$ cat config.mk
export PLATFORM = sky130hd
export DESIGN_NAME = ram_bus_arbiter
export DESIGN_NICKNAME = d
export VERILOG_FILES = /design/src/rtl/ram_bus_arbiter.sv
export SDC_FILE = /design/constraint.sdc
export NUM_CORES = 1
export LEC_CHECK = 0
export CAP_MARGIN = 20
export CORE_MARGIN = 3
export CORE_UTILIZATION = 35
export DETAILED_ROUTE_END_ITERATION = 16
export GPL_TIMING_DRIVEN = 0
export PLACE_DENSITY = 0.61
export SLEW_MARGIN = 20
export SYNTH_ARGS = -nofsm -noshare
export SYNTH_HDL_FRONTEND = slang
export SYNTH_SLANG_ARGS = --single-unit
$ cat constraint.sdc
create_clock -name clk -period 3.8 [get_ports clk]
set_clock_uncertainty 0.15 [all_clocks]
set_input_delay 0.76 -clock clk [delete_from_list [all_inputs] [get_ports clk]]
set_output_delay 0.76 -clock clk [all_outputs]
set_load 0.02 [all_outputs]
$ cat src/rtl/ram_bus_arbiter.sv
// rtl/ram_bus_arbiter.sv - image SRAM arbiter for flash loader, Z80 bus and diagnostics, with mirror windows
// Optional feature macro: RAM_WRITE_PROTECT_EN (read-only windows block CPU writes)
module ram_bus_arbiter #(
    parameter int ADDR_WIDTH  = 16,
    parameter int DATA_WIDTH  = 8,
    parameter int NUM_REGIONS = 4,
    parameter int WAIT_CYCLES = 2,
    localparam int RW = $clog2(NUM_REGIONS)
) (
    input  logic                  clk,
    input  logic                  reset,
    input  logic                  load_done,
    input  logic [ADDR_WIDTH-1:0] flash_addr,
    input  logic [DATA_WIDTH-1:0] flash_wdata,
    input  logic                  flash_cs,
    input  logic                  flash_we,
    input  logic [ADDR_WIDTH-1:0] cpu_addr,
    input  logic [DATA_WIDTH-1:0] cpu_wdata,
    input  logic                  cpu_mreq_n,
    input  logic                  cpu_rd_n,
    input  logic                  cpu_wr_n,
    output logic [DATA_WIDTH-1:0] cpu_rdata,
    output logic                  cpu_data_oe,
    output logic                  cpu_wait_n,
    input  logic                  diag_halt_req,
    output logic                  diag_halt_ack,
    input  logic                  diag_req,
    input  logic                  diag_we,
    input  logic [ADDR_WIDTH-1:0] diag_addr,
    input  logic [DATA_WIDTH-1:0] diag_wdata,
    output logic [DATA_WIDTH-1:0] diag_rdata,
    output logic                  diag_valid,
    output logic [ADDR_WIDTH-1:0] ram_addr,
    output logic [DATA_WIDTH-1:0] ram_wdata,
    output logic                  ram_cs,
    output logic                  ram_we,
    input  logic [DATA_WIDTH-1:0] ram_rdata,
    input  logic                  win_wr,
    input  logic [RW-1:0]         win_sel,
    input  logic [ADDR_WIDTH-1:0] win_start,
    input  logic [ADDR_WIDTH-1:0] win_end,
    input  logic                  win_ro,
    output logic                  mirror_we,
    output logic [RW-1:0]         mirror_idx,
    output logic [ADDR_WIDTH-1:0] mirror_offset
);

    localparam int CW = (WAIT_CYCLES > 0) ? $clog2(WAIT_CYCLES + 1) : 1;

    typedef enum logic [2:0] {
        S_LOAD, S_IDLE, S_CPU_ACC, S_CPU_CAP, S_CPU_HOLD, S_HALTED, S_DIAG_ACC, S_DIAG_CAP
    } state_t;

    state_t                state_q, state_d;
    logic [CW-1:0]         cnt_q, cnt_d;
    logic [2:0]            act_q;
    logic                  cpu_active_raw, cpu_act_sync, cpu_start;
    logic                  cpu_lat, diag_lat, cap_cpu, cap_diag;
    logic [ADDR_WIDTH-1:0] cpu_addr_q, diag_addr_q;
    logic [DATA_WIDTH-1:0] cpu_wdata_q, diag_wdata_q;
    logic                  cpu_wr_q, diag_we_q;
    logic [DATA_WIDTH-1:0] cpu_rdata_q, diag_rdata_q;
    logic                  diag_valid_q;
    logic [ADDR_WIDTH-1:0] win_start_q [NUM_REGIONS];
    logic [ADDR_WIDTH-1:0] win_end_q   [NUM_REGIONS];
    logic                  hit_any;
    logic [RW-1:0]         hit_idx;
    logic [ADDR_WIDTH-1:0] hit_off;
    logic                  wp_block;
    logic                  mirror_we_q;
    logic [RW-1:0]         mirror_idx_q;
    logic [ADDR_WIDTH-1:0] mirror_offset_q;

    assign cpu_active_raw = ~cpu_mreq_n & (~cpu_rd_n | ~cpu_wr_n);
    assign cpu_act_sync   = act_q[1];
    assign cpu_start      = act_q[1] & ~act_q[2];

    // Two-flop synchroniser plus one delayed copy for edge detection
    always_ff @(posedge clk) begin
        if (reset) act_q <= '0;
        else       act_q <= {act_q[1:0], cpu_active_raw};
    end

    // State and wait counter registers
    always_ff @(posedge clk) begin
        if (reset) begin
            state_q <= S_LOAD;
            cnt_q   <= '0;
        end else begin
            state_q <= state_d;
            cnt_q   <= cnt_d;
        end
    end

    // Next state, SRAM port mux and CPU/diag handshake outputs
    always_comb begin
        state_d       = state_q;
        cnt_d         = cnt_q;
        cpu_lat       = 1'b0;
        diag_lat      = 1'b0;
        cap_cpu       = 1'b0;
        cap_diag      = 1'b0;
        ram_addr      = cpu_addr_q;
        ram_wdata     = cpu_wdata_q;
        ram_cs        = 1'b0;
        ram_we        = 1'b0;
        cpu_wait_n    = 1'b0;
        cpu_data_oe   = 1'b0;
        diag_halt_ack = 1'b0;
        case (state_q)
            S_LOAD: begin
                ram_addr  = flash_addr;
                ram_wdata = flash_wdata;
                ram_cs    = flash_cs;
                ram_we    = flash_we;
                if (load_done) state_d = S_IDLE;
            end
            S_IDLE: begin
                cpu_wait_n = 1'b1;
                // CPU has priority over a halt request arriving in the same cycle
                if (cpu_start) begin
                    cpu_lat = 1'b1;
                    state_d = S_CPU_ACC;
                end else if (diag_halt_req) begin
                    state_d = S_HALTED;
                end
            end
            S_CPU_ACC: begin
                ram_cs  = 1'b1;
                ram_we  = cpu_wr_q & ~wp_block;
                state_d = S_CPU_CAP;
            end
            S_CPU_CAP: begin
                cap_cpu     = ~cpu_wr_q;
                cpu_data_oe = ~cpu_wr_q;
                cnt_d       = CW'(WAIT_CYCLES);
                state_d     = S_CPU_HOLD;
            end
            S_CPU_HOLD: begin
                cpu_data_oe = ~cpu_wr_q;
                if (cnt_q != '0) begin
                    cnt_d = cnt_q - CW'(1);
                end else begin
                    cpu_wait_n = 1'b1;
                    if (!cpu_act_sync) state_d = S_IDLE;
                end
            end
            S_HALTED: begin
                diag_halt_ack = 1'b1;
                if (!diag_halt_req) begin
                    state_d = S_IDLE;
                end else if (diag_req) begin
                    diag_lat = 1'b1;
                    state_d  = S_DIAG_ACC;
                end
            end
            S_DIAG_ACC: begin
                diag_halt_ack = 1'b1;
                ram_addr      = diag_addr_q;
                ram_wdata     = diag_wdata_q;
                ram_cs        = 1'b1;
                ram_we        = diag_we_q;
                state_d       = S_DIAG_CAP;
            end
            S_DIAG_CAP: begin
                diag_halt_ack = 1'b1;
                cap_diag      = 1'b1;
                // A request still held here starts the next access directly,
                // giving one diag access every two clocks
                if (diag_halt_req && diag_req) begin
                    diag_lat = 1'b1;
                    state_d  = S_DIAG_ACC;
                end else begin
                    state_d = S_HALTED;
                end
            end
            default: state_d = S_LOAD;
        endcase
        // Losing the image forces LOAD from anywhere, abandoning the access
        if (state_q != S_LOAD && !load_done) state_d = S_LOAD;
    end

    // Request latches and captured read data; wr is sampled from the pin once
    // the synchronised strobe has settled, so it is stable by then
    always_ff @(posedge clk) begin
        if (reset) begin
            cpu_addr_q   <= '0;
            cpu_wdata_q  <= '0;
            cpu_wr_q     <= 1'b0;
            diag_addr_q  <= '0;
            diag_wdata_q <= '0;
            diag_we_q    <= 1'b0;
            cpu_rdata_q  <= '0;
            diag_rdata_q <= '0;
            diag_valid_q <= 1'b0;
        end else begin
            if (cpu_lat) begin
                cpu_addr_q  <= cpu_addr;
                cpu_wdata_q <= cpu_wdata;
                cpu_wr_q    <= ~cpu_wr_n;
            end
            if (diag_lat) begin
                diag_addr_q  <= diag_addr;
                diag_wdata_q <= diag_wdata;
                diag_we_q    <= diag_we;
            end
            if (cap_cpu)  cpu_rdata_q  <= ram_rdata;
            if (cap_diag) diag_rdata_q <= ram_rdata;
            diag_valid_q <= cap_diag;
        end
    end

    // Window bounds registers
    always_ff @(posedge clk) begin
        if (reset) begin
            for (int i = 0; i < NUM_REGIONS; i++) begin
                win_start_q[i] <= '0;
                win_end_q[i]   <= '0;
            end
        end else if (win_wr) begin
            win_start_q[win_sel] <= win_start;
            win_end_q[win_sel]   <= win_end;
        end
    end

`ifdef RAM_WRITE_PROTECT_EN
    logic win_ro_q [NUM_REGIONS];

    // Read-only flags per window
    always_ff @(posedge clk) begin
        if (reset) begin
            for (int i = 0; i < NUM_REGIONS; i++) win_ro_q[i] <= 1'b0;
        end else if (win_wr) begin
            win_ro_q[win_sel] <= win_ro;
        end
    end

    // A CPU write touching any read-only window is suppressed
    always_comb begin
        wp_block = 1'b0;
        for (int i = 0; i < NUM_REGIONS; i++) begin
            if (win_ro_q[i] && cpu_addr_q >= win_start_q[i] && cpu_addr_q < win_end_q[i])
                wp_block = 1'b1;
        end
    end
`else
    logic unused_win_ro;
    assign unused_win_ro = win_ro;
    assign wp_block      = 1'b0;
`endif

    // Lowest-index window containing the current SRAM address
    always_comb begin
        hit_any = 1'b0;
        hit_idx = '0;
        hit_off = '0;
        for (int i = NUM_REGIONS - 1; i >= 0; i--) begin
            if (ram_addr >= win_start_q[i] && ram_addr < win_end_q[i]) begin
                hit_any = 1'b1;
                hit_idx = RW'(i);
                hit_off = ram_addr - win_start_q[i];
            end
        end
    end

    // Mirror write notification, one clock behind the SRAM write
    always_ff @(posedge clk) begin
        if (reset) begin
            mirror_we_q     <= 1'b0;
            mirror_idx_q    <= '0;
            mirror_offset_q <= '0;
        end else if (state_q != S_LOAD && ram_we && hit_any) begin
            mirror_we_q     <= 1'b1;
            mirror_idx_q    <= hit_idx;
            mirror_offset_q <= hit_off;
        end else begin
            mirror_we_q <= 1'b0;
        end
    end

    assign cpu_rdata     = cpu_rdata_q;
    assign diag_rdata    = diag_rdata_q;
    assign diag_valid    = diag_valid_q;
    assign mirror_we     = mirror_we_q;
    assign mirror_idx    = mirror_idx_q;
    assign mirror_offset = mirror_offset_q;

endmodule

### Word-level counts from Yosys, hierarchy flattened

Memory sizes are Yosys's and may differ from the RTL's.
Index checks and enable logic that the tools add are counted.

* logic and storage cells: 123
* RAM bits: 128
* bits in registers: 94
* input bits: 127
* output and inout port bits: 65
* memories: 2

* order comparisons: 8
* mux-type cells: 51
* equality and inequality tests: 13
* reduce and logical (&&, ||, !) cells: 21
* bitwise gates (word level): 8
* $add $sub $neg: 5

Memory list
* win_end_q: depth 4, width 16, rd ports 4, clocked after memory_dff 0, wr ports 4, RTL line 65 `logic [ADDR_WIDTH-1:0] win_end_q [NUM_REGIONS];`
* win_start_q: depth 4, width 16, rd ports 4, clocked after memory_dff 0, wr ports 4, RTL line 64 `logic [ADDR_WIDTH-1:0] win_start_q [NUM_REGIONS];`

Operator list (number)
* $mux 16: 6
* $ge 16x16->1: 4
* $lt 16x16->1: 4
* $sub 16x16->16: 4
* $pmux 16 s2: 1
* $reduce_or 16->1: 2
* $pmux 3 s8: 1
* $mux 1: 22
* $mux 3: 7
* $mux 2: 8
* $pmux 8 s2: 1
* $eq 3x3->1 const B: 4
* $logic_and 1x1->1: 8
* $ne 2x2->1 const B: 4
* $eq 3x2->1 const B: 2
* $ne 3x3->1 const B: 2
* $pmux 1 s2: 3
* $reduce_or 2->1: 3
* $not 1->1: 5
* $reduce_and 5->1: 1
* $pmux 2 s2: 1
* $reduce_bool 2->1: 2
* $eq 3x1->1 const B: 1
* $logic_not 3->1: 1
* other kinds (8): 9

### Longest topological paths before layout

Gate-level depths: netlist of run 1.

* depth after elaboration: 10
* gate-level depth with buffers: 20
* depth with buffers taken out: 15

### Least setup slack after synthesis of run 1

No wires, ideal clock.

* kind: register -> register
* start point: register state_q[2]
* end point: register mirror_offset_q[6], in the netlist mirror_offset[6]
* slack: -575 ps
* arrival time: 4146 ps
* data required time: 3571 ps
* path buffers: 4
* clock period less this slack: 4375 ps
* cell stages (with the launch flop): 19
* cells stage by stage: dfxtp_1 buf_2 nor3_4 nor2_1 clkbuf_1 nand2_1 nand2_1 fa_1 nand3_1 a21oi_1 or3_1 a221o_1 o211ai_4 nand2b_2 buf_6 buf_6 o221ai_2 o221ai_2 a211oi_2

* word-level cells in the longest chain between the ends: 9
* elaborated cells between the ends (all ways): 32
* those cells by class: 4 x add/sub; 8 x order compare; 2 x eq/ne; 10 x mux; 8 x reduce/logical

Ends and longest elaborated chain
* from (decl): RTL line 54 `state_t state_q, state_d;`
* from (signal assigned): RTL line 90 `state_q <= state_d;`
* $eq 3x3->1 / $logic_not 3->1 (equally long branches): RTL line 110 `case (state_q)`
* $pmux 16 s2 *: RTL line 110
* via ram_addr[1]: RTL line 33 `output logic [ADDR_WIDTH-1:0] ram_addr,`
* $ge 16x16->1 / $lt 16x16->1 (equally long branches): RTL line 258 `if (ram_addr >= win_start_q[i] && ram_addr < win_end_q[i]) begin`
* $logic_and 1x1->1: RTL line 258
* $mux 1 (4 in series): RTL line 258
* $logic_and 1x1->1: RTL line 272 `end else if (state_q != S_LOAD && ram_we && hit_any) begin`
* to (signal assigned): RTL line 275 `mirror_offset_q <= hit_off;`
* to (decl): RTL line 72 `logic [ADDR_WIDTH-1:0] mirror_offset_q;`

The timed path passes the listed nets; every way through them passes the cells marked *.
A chain may end at the register's enable or synchronous reset.

### Worst setup path in the final report of run 1

* start point: register state_q[0]
* end point: register mirror_offset_q[8], in the netlist mirror_offset[8]

* word-level cells in the longest chain between the ends: 9
* elaborated cells between the ends (all ways): 32
* those cells by class: 4 x add/sub; 8 x order compare; 2 x eq/ne; 10 x mux; 8 x reduce/logical

Ends and longest elaborated chain (RTL line)
* $eq 3x3->1 / $logic_not 3->1 (equally long branches): 110
* $pmux 16 s2: 110
* $ge 16x16->1 / $lt 16x16->1 (equally long branches): 258
* $logic_and 1x1->1: 258
* $mux 1 (4 in series): 258
* $logic_and 1x1->1: 272

Parallel ways exist; a longest one is shown, timed or not.

==> metrics.txt, run 1 <==
CP max FO 10; largest cells by area after synthesis edfxtp_1, dfxtp_1, ha_1; max-cap viol count 0; Least-Margin Pin Slew about 950 ps; Ys Warns 0; largest net degree at the start of global routing 33; n_diodes 0; clock-pin slew on the worst setup and hold paths 60 ps; hold slack 305 ps; Synth top area share 0.282; H-tree Lvls 1; CTS tree built; gp weighted congestion roughly 0.94; hpwl dp ~33 mm; first-pass GRT wire length slightly below 70 mm; grt peak-use layer met2; Synth Area per Inst slightly above 9 sq um; cts hold-fix bufs 0; clk_lat worst skew roughly 560 ps; row count 71; Pleak 7.41 nW; failing checks negative setup slack; Die Footprint 41400 sq um; Worst path slowest cell fa_2; Sink Count ~220; cts bufs inserted 26; share of cells above drive strength 1 0.158; critical path's most frequent cell buf_12; Slew HR 0.367; status finished, violations left; Reg area between 5000 and 6000 sq um; syn nets 1758; Critical Path Source Type register; DR iter-0 viols 959; Setup Viol. Count Final 18; Multi-input gate area roughly 8100 sq um; Final Hold Viols 0; fill count about 3600; Setup Total Neg Slack -3400 ps; Async SR Flop Fraction 0; worst hold path type reg2reg; max-slew violation count 0; synthesized instance count around 1500; Max clock buf depth 3; Crit. End Element register; final net count just over 2000; kind of critical path reg2reg; crit share post-route 1.07; vias in the first global route ~12000; delay-heaviest family, CP compound AO/OA/AOI/OAI gates; gr ovfl total 0; die width between 200 and 250 um; core area around 38000 sq um; Critical Path AT about 4400 ps; Peak VDD IR about 0.0003 V; post-synth top area cell edfxtp_1; Antenna Violating Nets Remaining 0; drt pass-1 iters 7; root buf cell clkbuf_16; post-synthesis sequential area ratio 0.420; flops & latches, synth 222; worst path required time around 4100 ps; Top FF cell, synth edfxtp_1; max incr delay on CP ~390 ps; power per cell area ~560 nW/um^2; met1 usage 0.291; most common cell in the synthesized netlist nand2_1; initial core utilization 0.359; Buf/Inv on CP 4; wire per inst between 15 and 20 um; Mapped Area between 10000 and 15000 sq um; Die Y ~200 um; Via Count 12100; Post-Route WL around 45 mm; most frequent cells after synthesis nand2_1, inv_1, a21oi_1; GR Layer Usage met2 0.339; Total Routing Usage GR 0.211; area delta synth->final 37.9%; met3 usage 0.0346; port bufs between 150 and 200; number of synthesized flops with an enable pin approximately 130; power consumption ~0.011 W; initial antenna violation count 2; final worst path period need slightly above 4000 ps; # DRC 0; critical-path cell list and3b_1 > buf_6 > clkbuf_16 > a22oi_2 > nand2_8 > buf_12 > fa_2 > nand3_2 > a21oi_2 > or3_4 > a221o_1 > o211ai_4 > nand2b_4 > buf_12 > o221ai_1 > o21ai_1 > o22ai_1; num ports 192; FMAX about 250 MHz; RSZ-0062 raised after global routing yes; via/cell ratio between 5 and 6; Unique masters post-synth 68; PnR worst setup slack -258 ps
[placed cells by master, fill, tap and decap left out, types with 8 or more instances in the layout]
cell type        netlist  layout
a21o_1                27      27
edfxtp_1             128     128
ha_1                 125      98
nor3_1                13      11
o21ai_1                1       8
clkdlybuf4s50_1        0     187
a22oi_2                0      13
xor2_1                20      20
o21a_1                12      12
clkbuf_16              0      28
clkbuf_1              48      40
a21oi_1              137     127
nor2_1                58      52
o21ai_0               40      30
inv_1                144     141
ha_4                   0      24
nor2b_1                9       8
xnor2_1               32      32
nand2_1              227     208
nand2_4                0      12
nand2b_1              14      14
and2_1               130     129
o211ai_1               8       8
buf_4                  1      60
nand3_1               23      15
a211oi_1              20      15
buf_6                  4      15
dfxtp_1               94      91
nand4_1               19      19
a22oi_1               23      10
[logic make-up (layout without fill, tap and decap cells)]
| logic type | after synthesis | in the layout | synth area share |
|---|---|---|---|
| simple gates | 537 | 537 | 0.194 |
| compound gates | 353 | 353 | 0.169 |
| flops | 222 | 222 | 0.420 |
| buf+inv | 204 | 513 | 0.0591 |
| fa+ha+maj | 129 | 129 | 0.120 |
| xor+xnor | 52 | 52 | 0.0334 |
| mux | 5 | 5 | 0.00376 |
[power breakdown]
group | switching [W] | internal [W]
clock network | 0.00104 | 0.00134
registers | 0.0000529 | 0.00267
logic | 0.00305 | 0.00244
total | 0.00414 | 0.00645
[worst reg2reg max path, delay by kind of cell, from the launching register on]
kind / cells / cell delay (ps)
buffers and inverters: 4 / 650
AOI/OAI and AO/OA: 7 / 1470
DFF: 1 / 360
and+or+nand+nor: 5 / 940
adders and majority gates: 1 / 390
[layer usage]
| metal | share of wire | routed length (um) | vias to the layer above |
|---|---|---|---|
| li1 | - | - | 5855 |
| met1 | 0.45 | 20000 | 5751 |
| met2 | 0.45 | 20000 | 423 |
| met3 | 0.075 | 3360 | 67 |
| met4 | 0.032 | 1440 | 2 |
| met5 | 0.00029 | 13 | - |
[cell type report]
| type | instances | area share |
|---|---|---|
| multi-input cells | 1076 | 0.431 |
| flip-flops and latches | 222 | 0.305 |
| repair buffers | 266 | 0.139 |
| clock buffers | 30 | 0.0354 |
| well taps | 511 | 0.0340 |
| inverters | 144 | 0.0287 |
| plain buffers | 55 | 0.0192 |
| clock inverters | 18 | 0.00778 |
[state kept, by name, summed over array words and instances, names as in the netlist, 8 cells and up]
name / flops
mirror_offset: 16
cpu_rdata: 8
cpu_addr_q: 16
diag_addr_q: 16
diag_rdata: 8
diag_wdata_q: 8
win_end_q: 64
win_start_q: 64
cpu_wdata_q: 8
[per-stage QoR]
| stage | util | setup WS (ps) | std cells | cell area (sq um) |
|---|---|---|---|---|
| after floorplan | - | -120 | 1502 | 13800 |
| after detailed placement | 0.430 | -1280 | 2202 | 16400 |
| after global placement | 0.430 | -1280 | 2202 | 16400 |
| final | 0.495 | -258 | 2322 | 18800 |
| after CTS | 0.487 | -301 | 2315 | 18500 |
| after global routing | 0.495 | -395 | 2322 | 18800 |
[path summary, 6_finish.rpt]
| check | slack (ps) | start | end | cells after the start |
|---|---|---|---|---|
| worst max-delay path | -260 | state_q[0]$_SDFFE_PP0P_ | mirror_offset[8]$_SDFFE_PP0P_ | 17 |
| worst min-delay path | 310 | cpu_rdata[7]$_SDFFE_PP0P_ | cpu_rdata[7]$_SDFFE_PP0P_ | 2 |
| worst max register to register | -260 | state_q[0]$_SDFFE_PP0P_ | mirror_offset[8]$_SDFFE_PP0P_ | 17 |
| worst min register to register | 310 | cpu_rdata[7]$_SDFFE_PP0P_ | cpu_rdata[7]$_SDFFE_PP0P_ | 2 |
[what timing repair did]
item | CTS | global route
setup endpoints to repair | 34 | 22
gates cloned | 3 | 0
buffers inserted | 66 | 12
pin swaps | 64 | 36
gates resized for setup | 154 | 55
No activity file was read; power rests on OpenSTA's default activity.
==> inputs of run 2 (changes only) <==
--- a/config.mk
+++ b/config.mk
@@ -5,7 +5,6 @@
 export SDC_FILE = /design/constraint.sdc
 export NUM_CORES = 1
 export LEC_CHECK = 0
-export CAP_MARGIN = 20
 export CORE_MARGIN = 3
 export CORE_UTILIZATION = 35
 export DETAILED_ROUTE_END_ITERATION = 16
==> results of run 2 <==
Same layout as run 1: the final DEF is identical, and so are final timing and power.
==> inputs of run 3 (changes only) <==
--- a/config.mk
+++ b/config.mk
@@ -9,7 +9,7 @@
 export CORE_UTILIZATION = 35
 export DETAILED_ROUTE_END_ITERATION = 16
 export GPL_TIMING_DRIVEN = 0
-export PLACE_DENSITY = 0.61
+export PLACE_DENSITY_LB_ADDON = 0.12
 export SLEW_MARGIN = 20
 export SYNTH_ARGS = -nofsm -noshare
 export SYNTH_HDL_FRONTEND = slang
==> metrics.txt, run 3 (synthesis gave the netlist of run 1 again) <==
most common cell after layout, fill and taps aside nand2_1; power per cell area ~580 nW/um^2; # DRC 0; via/cell ratio around 5.2; DP Area around 16000 sq um; Setup Total Neg Slack -4670 ps; Non-Filler Instances about 2400; final worst path period need slightly above 4000 ps; RSZ-0062 raised after global routing yes; Die Y just over 200 um; worst path required time slightly above 4000 ps; Die Footprint between 40000 and 50000 sq um; Crit Reg-Reg Endpoint mirror_offset[6]$_SDFFE_PP0P_; root buf cell clkbuf_16; Critical Path AT around 4400 ps; fin util 0.508; largest net degree at the start of global routing 33; gr ovfl total 0; Least-Margin Pin Slew between 1000 and 1500 ps; Total Routing Usage GR 0.218; cts bufs inserted 27; hpwl dp between 30 and 40 mm; first-pass GRT wire length roughly 70 mm; worst reg-to-reg setup slack -330 ps; Crit. End Element register; cts hold-fix bufs 0; Pleak between 7 and 8 nW; area delta synth->final 41.6%; Setup Viol. Count Final 19; DR iter-0 viols roughly 600; Worst Reg-to-Reg Cells 19; die width just over 200 um; power consumption about 0.011 W; max incr delay on CP 480 ps; Slew HR 0.261; initial antenna violation count 2; max-slew violation count 0; Via Count 12100; CTS tree built; kind of critical path reg2reg; crit share post-route 1.09; clk_lat worst skew about 550 ps; status finished, violations left; core area around 38000 sq um; reg2reg start state_q[1]$_SDFFE_PP0P_; n_diodes 0; wire per inst 20.0 um; commonest non-fill, non-tap cells in the layout nand2_1, clkdlybuf4s50_1, inv_1; initial core utilization 0.359; port bufs 189; failing checks negative setup slack; drt pass-1 iters 4; Setup crit start state_q[1]$_SDFFE_PP0P_; fill count roughly 3600; Critical Path Source Type register; gp weighted congestion 0.927; CP max FO 5; Sink Count about 220; Peak VDD IR between 0.0003 and 0.0004 V; final net count just over 2000; max-cap viol count 0; cell area after layout 19300 sq um; vias in the first global route roughly 12000; Max clock buf depth 3; row count 71; critical-path cell list buf_6 > and3b_1 > buf_6 > or3b_4 > and2_4 > ha_2 > inv_2 > fa_2 > nand3_2 > a21oi_2 > or3_4 > a311oi_4 > a2111o_1 > nand2b_4 > buf_12 > buf_12 > o221ai_4 > o221ai_4 > a211oi_2; Post-Route WL roughly 47 mm; PnR worst setup slack -326 ps; clock-pin slew on the worst setup and hold paths about 60 ps; Final Hold Viols 0; share of cells above drive strength 1 0.176; worst hold path type reg2reg; biggest regs win_end_q: 64 flops, win_start_q: 64 flops; Antenna Violating Nets Remaining 0; num ports 192; Worst path slowest cell a2111o_1; Setup crit end mirror_offset[6]$_SDFFE_PP0P_; placed insts approximately 2200; H-tree Lvls 1; FMAX ~240 MHz
run 3: power by group:
part / switching, W / internal [W] / leakage (nW)
Sequential: 0.0000483 / 0.00267 / 2.00
Clock: 0.00103 / 0.00152 / 0.432
Combinational: 0.00324 / 0.00269 / 5.23
run 3: layout make-up:
cell class                 instances  area [sq um]  share of cell area
clock inverter                    13           124             0.00641
sequential                       222          5730               0.297
tap                              511           639              0.0331
clock buffer                      36           751              0.0389
timing repair buffer             290          2910               0.150
inverter                         144           541              0.0280
multi-input combinational       1077          8220               0.426
buffer                            57           405              0.0210
run 3: worst min-delay path by stage:
stage | cells after the start | slack [ps] | to | from
after global routing | 2 | 320 | diag_wdata_q[7]$_SDFFE_PP0P_ | diag_wdata_q[7]$_SDFFE_PP0P_
final | 2 | 300 | diag_rdata[7]$_SDFFE_PP0P_ | diag_rdata[7]$_SDFFE_PP0P_
after CTS | 2 | 310 | diag_rdata[7]$_SDFFE_PP0P_ | diag_rdata[7]$_SDFFE_PP0P_
after floorplan | 1 | 260 | act_q[1]$_SDFF_PP0_ | act_q[0]$_SDFF_PP0_
after global placement | 1 | 270 | act_q[1]$_SDFF_PP0_ | act_q[0]$_SDFF_PP0_
after detailed placement | 2 | 300 | cpu_addr_q[5]$_SDFFE_PP0P_ | cpu_addr_q[5]$_SDFFE_PP0P_
run 3: worst max-delay path, delay by kind of cell (launching register included):
family,cells,cell delay [ps]
AO/OA/AOI/OAI,6,1250
adder cells (fa/ha/maj),2,420
AND/OR/NAND/NOR,6,1270
flip-flops,1,310
buffers and inverters,5,610
run 3: what timing repair did:
action,4_1_cts,5_1_grt
setup buffers,79,18
gates resized for setup,158,75
setup endpoints to repair,35,22
cloned,4,2
pin swaps,42,51
run 3: metrics by stage:
step | setup slack [ps] | hold slack (ps)
2_1_floorplan | -120 | 264
3_3_place_gp | -1380 | 274
3_5_place_dp | -1380 | 298
4_1_cts | -320 | 306
5_1_grt | -454 | 320
6_report | -326 | 302
run 3: layer usage:
| metal | track usage | up-vias | share of wire |
|---|---|---|---|
| met5 | 0 | - | 0.00028 |
| met4 | 0.0489 | 2 | 0.022 |
| met3 | 0.0332 | 50 | 0.060 |
| met2 | 0.361 | 352 | 0.46 |
| met1 | 0.304 | 5822 | 0.46 |
| li1 | - | 5911 | - |
